<file path="src/rtl/stopwatch_core.sv">
// -----------------------------------------------------------------------------
// stopwatch_core
//   Single-clock stopwatch: centiseconds, seconds and minutes with run/pause,
//   clear and overflow. A clk-driven prescaler makes the centisecond tick.
//   Every carry is a clock enable; there are no derived clocks.
//
// Optional feature macro: STOPWATCH_LAP_EN (lap capture registers).
//   When it is undefined, the lap input is ignored and the lap outputs are tied to 0.
//
// Ports
//   clk        in   system clock
//   rst        in   asynchronous reset, active low, released synchronously
//   start_stop in   1-cycle pulse: toggle run/pause (ignored while saturated)
//   clear      in   1-cycle pulse: zero time, prescaler and ovf, stop
//   lap        in   1-cycle pulse: capture lap time (lap build only)
//   running    out  1 while counting
//   cs/sec/min out  binary time fields
//   sec_flag   out  1-cycle pulse when sec changes because of a cs carry
//   ovf        out  sticky overflow (wrap or saturation past the max time)
//   lap_cs/lap_sec/lap_min out  captured lap time
//   lap_valid  out  1-cycle pulse when the lap registers update
//   dbg_state  out  FSM state (00 paused, 01 running, 10 saturated)
//
// There is no valid/ready handshake. Every control input is a single-cycle
// pulse that is sampled on the next rising clk edge.
// -----------------------------------------------------------------------------
module stopwatch_core #(
  parameter int TICK_DIV = 500000,
  parameter int CS_MAX   = 99,
  parameter int SEC_MAX  = 59,
  parameter int MIN_MAX  = 59,
  parameter int WRAP_EN  = 1,
  localparam int CSW = (CS_MAX  > 0) ? $clog2(CS_MAX + 1)  : 1,
  localparam int SW  = (SEC_MAX > 0) ? $clog2(SEC_MAX + 1) : 1,
  localparam int MW  = (MIN_MAX > 0) ? $clog2(MIN_MAX + 1) : 1,
  localparam int PW  = (TICK_DIV > 1) ? $clog2(TICK_DIV)   : 1
) (
  input  logic           clk,
  input  logic           rst,
  input  logic           start_stop,
  input  logic           clear,
  input  logic           lap,
  output logic           running,
  output logic [CSW-1:0] cs,
  output logic [SW-1:0]  sec,
  output logic [MW-1:0]  min,
  output logic           sec_flag,
  output logic           ovf,
  output logic [CSW-1:0] lap_cs,
  output logic [SW-1:0]  lap_sec,
  output logic [MW-1:0]  lap_min,
  output logic           lap_valid,
  output logic [1:0]     dbg_state
);

  // The encoding lets running come directly from bit 0 of the state register.
  localparam logic [1:0] ST_PAUSE = 2'b00;
  localparam logic [1:0] ST_RUN   = 2'b01;
  localparam logic [1:0] ST_SAT   = 2'b10;

  localparam logic [PW-1:0]  PRE_LAST = PW'(TICK_DIV - 1);
  localparam logic [CSW-1:0] CS_LAST  = CSW'(CS_MAX);
  localparam logic [SW-1:0]  SEC_LAST = SW'(SEC_MAX);
  localparam logic [MW-1:0]  MIN_LAST = MW'(MIN_MAX);

  logic [1:0]     state_q, state_d;
  logic [PW-1:0]  presc_q, presc_d;
  logic [CSW-1:0] cs_q, cs_d;
  logic [SW-1:0]  sec_q, sec_d;
  logic [MW-1:0]  min_q, min_d;
  logic           flag_q, flag_d;
  logic           ovf_q, ovf_d;
  logic           tick;

  always_comb begin
    state_d = state_q;
    presc_d = presc_q;
    cs_d    = cs_q;
    sec_d   = sec_q;
    min_d   = min_q;
    flag_d  = 1'b0;
    ovf_d   = ovf_q;
    tick    = (state_q == ST_RUN) && (presc_q == PRE_LAST);

    if (clear) begin
      // clear overrides start_stop and a tick in the same cycle
      state_d = ST_PAUSE;
      presc_d = '0;
      cs_d    = '0;
      sec_d   = '0;
      min_d   = '0;
      ovf_d   = 1'b0;
    end else begin
      // The prescaler holds while paused, so a partial tick is kept across a pause.
      if (state_q == ST_RUN) presc_d = tick ? '0 : presc_q + PW'(1);

      // All carries resolve on the same edge as the tick.
      if (tick) begin
        if (cs_q != CS_LAST) begin
          cs_d = cs_q + CSW'(1);
        end else if (sec_q != SEC_LAST) begin
          cs_d   = '0;
          sec_d  = sec_q + SW'(1);
          flag_d = 1'b1;
        end else if (min_q != MIN_LAST) begin
          cs_d   = '0;
          sec_d  = '0;
          min_d  = min_q + MW'(1);
          flag_d = 1'b1;
        end else if (WRAP_EN != 0) begin
          cs_d   = '0;
          sec_d  = '0;
          min_d  = '0;
          flag_d = 1'b1;
          ovf_d  = 1'b1;
        end else begin
          // Saturate: hold the max time and lock out start_stop until clear.
          ovf_d   = 1'b1;
          state_d = ST_SAT;
        end
      end

      if (start_stop && (state_d != ST_SAT))
        state_d = (state_q == ST_RUN) ? ST_PAUSE : ST_RUN;
    end
  end

  always_ff @(posedge clk or negedge rst) begin
    if (!rst) begin
      state_q <= ST_PAUSE;
      presc_q <= '0;
      cs_q    <= '0;
      sec_q   <= '0;
      min_q   <= '0;
      flag_q  <= 1'b0;
      ovf_q   <= 1'b0;
    end else begin
      state_q <= state_d;
      presc_q <= presc_d;
      cs_q    <= cs_d;
      sec_q   <= sec_d;
      min_q   <= min_d;
      flag_q  <= flag_d;
      ovf_q   <= ovf_d;
    end
  end

  assign running   = state_q[0];
  assign cs        = cs_q;
  assign sec       = sec_q;
  assign min       = min_q;
  assign sec_flag  = flag_q;
  assign ovf       = ovf_q;
  assign dbg_state = state_q;

`ifdef STOPWATCH_LAP_EN
  logic [CSW-1:0] lap_cs_q, lap_cs_d;
  logic [SW-1:0]  lap_sec_q, lap_sec_d;
  logic [MW-1:0]  lap_min_q, lap_min_d;
  logic           lap_valid_q, lap_valid_d;

  // The lap registers capture the post-update time, which is what the outputs show after the same edge.
  always_comb begin
    lap_cs_d    = lap_cs_q;
    lap_sec_d   = lap_sec_q;
    lap_min_d   = lap_min_q;
    lap_valid_d = 1'b0;
    if (clear) begin
      lap_cs_d  = '0;
      lap_sec_d = '0;
      lap_min_d = '0;
    end else if (lap) begin
      lap_cs_d    = cs_d;
      lap_sec_d   = sec_d;
      lap_min_d   = min_d;
      lap_valid_d = 1'b1;
    end
  end

  always_ff @(posedge clk or negedge rst) begin
    if (!rst) begin
      lap_cs_q    <= '0;
      lap_sec_q   <= '0;
      lap_min_q   <= '0;
      lap_valid_q <= 1'b0;
    end else begin
      lap_cs_q    <= lap_cs_d;
      lap_sec_q   <= lap_sec_d;
      lap_min_q   <= lap_min_d;
      lap_valid_q <= lap_valid_d;
    end
  end

  assign lap_cs    = lap_cs_q;
  assign lap_sec   = lap_sec_q;
  assign lap_min   = lap_min_q;
  assign lap_valid = lap_valid_q;
`else
  logic unused_lap;
  assign unused_lap = lap;
  assign lap_cs     = '0;
  assign lap_sec    = '0;
  assign lap_min    = '0;
  assign lap_valid  = 1'b0;
`endif

endmodule
</file>
<file path="config.mk">
export PLATFORM = sky130hd
export DESIGN_NAME = stopwatch_core
export DESIGN_NICKNAME = d
export VERILOG_FILES = /design/src/rtl/stopwatch_core.sv
export SDC_FILE = /design/constraint.sdc
export NUM_CORES = 1
export LEC_CHECK = 0
export CAP_MARGIN = 0
export CELL_PAD_IN_SITES_DETAIL_PLACEMENT = 1
export CELL_PAD_IN_SITES_GLOBAL_PLACEMENT = 2
export CORE_MARGIN = 1
export CORE_UTILIZATION = 31
export CTS_CLUSTER_DIAMETER = 100
export DETAILED_ROUTE_END_ITERATION = 7
export PLACE_DENSITY_LB_ADDON = 0.3
export SKIP_LAST_GASP = 1
export SYNTH_ARGS = -nofsm -noshare
export SYNTH_HDL_FRONTEND = slang
export SYNTH_SLANG_ARGS = --single-unit
export TNS_END_PERCENT = 5
</file>
<file path="constraint.sdc">
create_clock -name clk -period 2.55 [get_ports clk]
set_input_delay 0.3825 -clock clk [delete_from_list [all_inputs] [get_ports clk]]
set_output_delay 0.3825 -clock clk [all_outputs]
set_load 0.01 [all_outputs]
</file>
==> flow_summary.ini, run 1 <==
[synth]
yosysWarningCount = 0
average_cell_area_after_synthesis_um2 = 9.09
async_flop_share_pct = 100
sequential_to_total_area_share_from_yosys_stat_pct = 42.3
synth.area.top_cells = dfrtp_1 42%, buf_4 6.8%, nor2_1 5.4%
post_synth_inst_count = 267
ys_types = 43
postSynthRegisterBits = 41
synth-edff-count = 0
synth_flop_cell = dfrtp_1
syn_area_um2 = 2430
synth_top_cell_area_share_pct = 42.3
post-synth-top-area-cell = dfrtp_1

[grt]
grt_pass1_vias = 2058
pin_count_of_the_biggest_net_entering_global_routing = 42
grt_util_all_layers_pct = 15.4
antenna_violations_before_repair = 0
grt_pass1_wl_um = 10200
overflow = 0

[clocking]
clkLatencyLatePin_ns = 0.29
ctsHtreeMaxLevel = 2
post_cts_setup_buffers = 0
tritoncts.num_buffers = 5
clk_pin_slew_ns = 0.08
tritoncts = done
clockRootBuffer = clkbuf_8
cts_hold_buffers = 0
clock-sinks = 41
cts_max_path_buffers = 2
post_cts_resized = 0

[setup_path]
worst_endpoint_data_arrival_time_ns = 2.47
crit-reg2reg-launch = presc_q[9]$_DFFE_PN0N_
worst_setup_path_end_kind = flop
cpMaxStageDelayCell = or4_4
required_ns = 2.77
worst_r2r_endpoint = cs[5]$_DFFE_PN0P_
path_class = reg2reg
r2r_cells = 5
stage_delay_of_the_slowest_cell_on_the_critical_path_ns = 0.56
startpoint_type = flop
rrSetupSlack_ns = 0.30
critical_path_peak_fanout = 7
path_cells = or4_4, nor4_4, nand3_1, or3_1, a21oi_1

[place]
port_buffers = 26
place.gp.congestion = 0.771
place_inst = 392
place.detailed.hpwl_um = 4250

[pwr]
power_per_cell_area_nw_per_um2 = 430
leakage_nw = 1.20
vdd.ir_drop.worst_mv = 0.181
fin_total_pwr_mw = 1.22

[sta]
report.final.hold_viol_count = 0
timing.hold.ws_ns = 0.222
timing.final.max_slew_violations = 0
tightestPinTransition_ns = 0.935
rsz_0062_raised_after_global_routing = false
max_clock_freq_mhz = 444
finClkSkew_ns = 0.00283
setup_viol = 0
final_min_period_over_clock_period_pct = 88.3
layout_min_cycle_time_ns = 2.25
slew-limit-headroom_pct = 37.0
setup_total_negative_slack_ns = 0

[routing]
routed_wirelength_um = 5830
routed_wire_length_per_instance_um = 14.6
vias_per_cell = 5.11
dr_drc_count = 0
via_count = 2039
drt-initial-drc-count = 45
antenna_left = 0
detailedRoute.firstPassIterationCount = 4

[die]
dieArea_um2 = 8180
die_w_um = 90.5
floorplan.rows = 31
fp.dieH_um = 90.5
io-pin-count = 49
core_region_area_um2 = 7410
initial_core_util_pct = 32.7

[finish]
flow.area_growth_from_synthesis_pct = 17.3
stdcell_count = 399
final_layout_size_suffix_gt1_share_pct = 7.67
antennaDiodeCount = 0
layout.nets = 309

[status]
run_status = completed

[run]
drv_cap = 0

[hold_path]
worst_hold_path_type = in2async
==> state kept, by name, indices dropped and copies added (netlist names) <==
register   cells
presc_q       19
sec            6
dbg_state      1
ovf            1
min            6
cs             7
sec_flag       1
==> area by class of cell <==
type / count / area, um^2
multi-input combinational: 212 / 1260
timing repair buffer: 36 / 330
clock buffer: 7 / 86.3
tap: 99 / 124
inverter: 4 / 15.0
sequential: 41 / 1030
fill: 895 / 4560
==> cell usage after synthesis, types with 2 or more instances <==
library cell  count
dfrtp_1          41
nor2_1           35
nand2_1          23
buf_4            22
nand3_1          18
nand4_1          13
xor2_1           13
a21oi_1           8
a31oi_1           8
and3_1            8
clkbuf_1          8
o21ai_0           7
xnor2_1           5
ha_1              4
inv_1             4
mux2i_1           4
nor3_1            4
and2_1            3
nand2b_1          3
nor4_1            3
or3_1             3
a41oi_1           2
nand3b_1          2
nor2b_1           2
nor3b_1           2
nor4_4            2
o2111ai_1         2
o311ai_0          2
o41ai_1           2
==> power breakdown <==
| part | leakage, nW | total, mW | internal, mW | switching (mW) |
|---|---|---|---|---|
| registers | 0.564 | 0.678 | 0.661 | 0.0168 |
| clock network | 0.0443 | 0.435 | 0.215 | 0.220 |
| logic | 0.588 | 0.110 | 0.0398 | 0.0699 |
==> through the flow <==
step / setup slack (ns) / cell area [um^2] / utilization [%]
floorplan: 0.372 / 2500 / -
CTS: 0.268 / 2850 / 38.4
finish: 0.298 / 2850 / 38.4
detailed placement: 0.288 / 2760 / 37.3
global route: 0.131 / 2850 / 38.4
global placement: 0.309 / 2760 / 37.3
==> worst max-delay path: cells and delay by family, from the launching register on <==
kind               cells  cell delay (ns)
AOI/OAI and AO/OA      1             0.14
DFF                    1             0.46
and+or+nand+nor        4             1.58
==> how the worst max path moves through the flow <==
stage,slack [ns],cells after the start,end,start
detailed placement,0.29,5,cs[5]$_DFFE_PN0P_,presc_q[9]$_DFFE_PN0N_
CTS,0.27,5,cs[5]$_DFFE_PN0P_,presc_q[9]$_DFFE_PN0N_
floorplan,0.37,5,sec[3]$_DFFE_PN0P_,presc_q[9]$_DFFE_PN0N_
finish,0.30,5,cs[5]$_DFFE_PN0P_,presc_q[9]$_DFFE_PN0N_
global placement,0.31,5,cs[5]$_DFFE_PN0P_,presc_q[9]$_DFFE_PN0N_
global route,0.13,6,cs[0]$_DFFE_PN0P_,presc_q[0]$_DFFE_PN0N_
==> layer usage <==
layer	GRT usage, %	wire length (um)	part of all wire [%]	vias up
met5	0	0	0	-
met3	2.78	163	2.8	7
li1	-	-	-	975
met4	4.17	57	0.98	0
met1	20.8	2790	48	1020
met2	25.2	2830	48	37
==> cells in the final DEF, fill, tap and decap left out, types with 2 or more instances in the layout <==
cell type / count
dfrtp_1: 41
nor2_1: 35
clkdlybuf4s50_1: 25
nand2_1: 23
conb_1: 21
nand3_1: 18
nand4_1: 13
xor2_1: 13
buf_4: 10
and3_1: 8
a21oi_1: 8
a31oi_1: 8
o21ai_0: 7
clkbuf_8: 6
xnor2_1: 5
inv_1: 4
nor3_1: 4
mux2i_1: 4
ha_1: 4
nand2b_1: 3
or3_1: 3
nor4_1: 3
and2_1: 3
nor4_4: 2
nand3b_1: 2
a41oi_1: 2
nor2b_1: 2
o41ai_1: 2
o311ai_0: 2
o2111ai_1: 2
nor3b_1: 2
==> cells by family after synthesis <==
group           Yosys count  synth area share [%]
simple gates            131                  29.7
fa+ha+maj                 4                  2.06
compound gates           34                  9.03
mux                       4                  1.65
other cells               1                 0.155
flops                    41                  42.3
buf+inv                  34                  8.66
xor+xnor                 18                  6.50
(Power assumes the default switching activity.)
==> inputs of run 2 (changes only) <==
==> constraint.sdc (replaced) <==
create_clock -name clk -period 2.55 [get_ports clk]
set_input_delay 0.3825 -clock clk [delete_from_list [all_inputs] [get_ports clk]]
set_output_delay 0.3825 -clock clk [all_outputs]
set_load 0.02 [all_outputs]
==> results of run 2 <==
Same layout as run 1 (identical final DEF). Status: completed.
Among the figures that moved: total power 1.22 mW -> 1.24 mW
==> inputs of run 3 (changes only) <==
--- a/config.mk
+++ b/config.mk
@@ -12,6 +12,7 @@
 export CORE_UTILIZATION = 31
 export CTS_CLUSTER_DIAMETER = 100
 export DETAILED_ROUTE_END_ITERATION = 7
+export HOLD_SLACK_MARGIN = 0.1
 export PLACE_DENSITY_LB_ADDON = 0.3
 export SKIP_LAST_GASP = 1
 export SYNTH_ARGS = -nofsm -noshare
==> results of run 3 <==
Same layout as run 1 (identical final DEF). Status: completed.
Among the figures that moved: total power 1.22 mW -> 1.24 mW
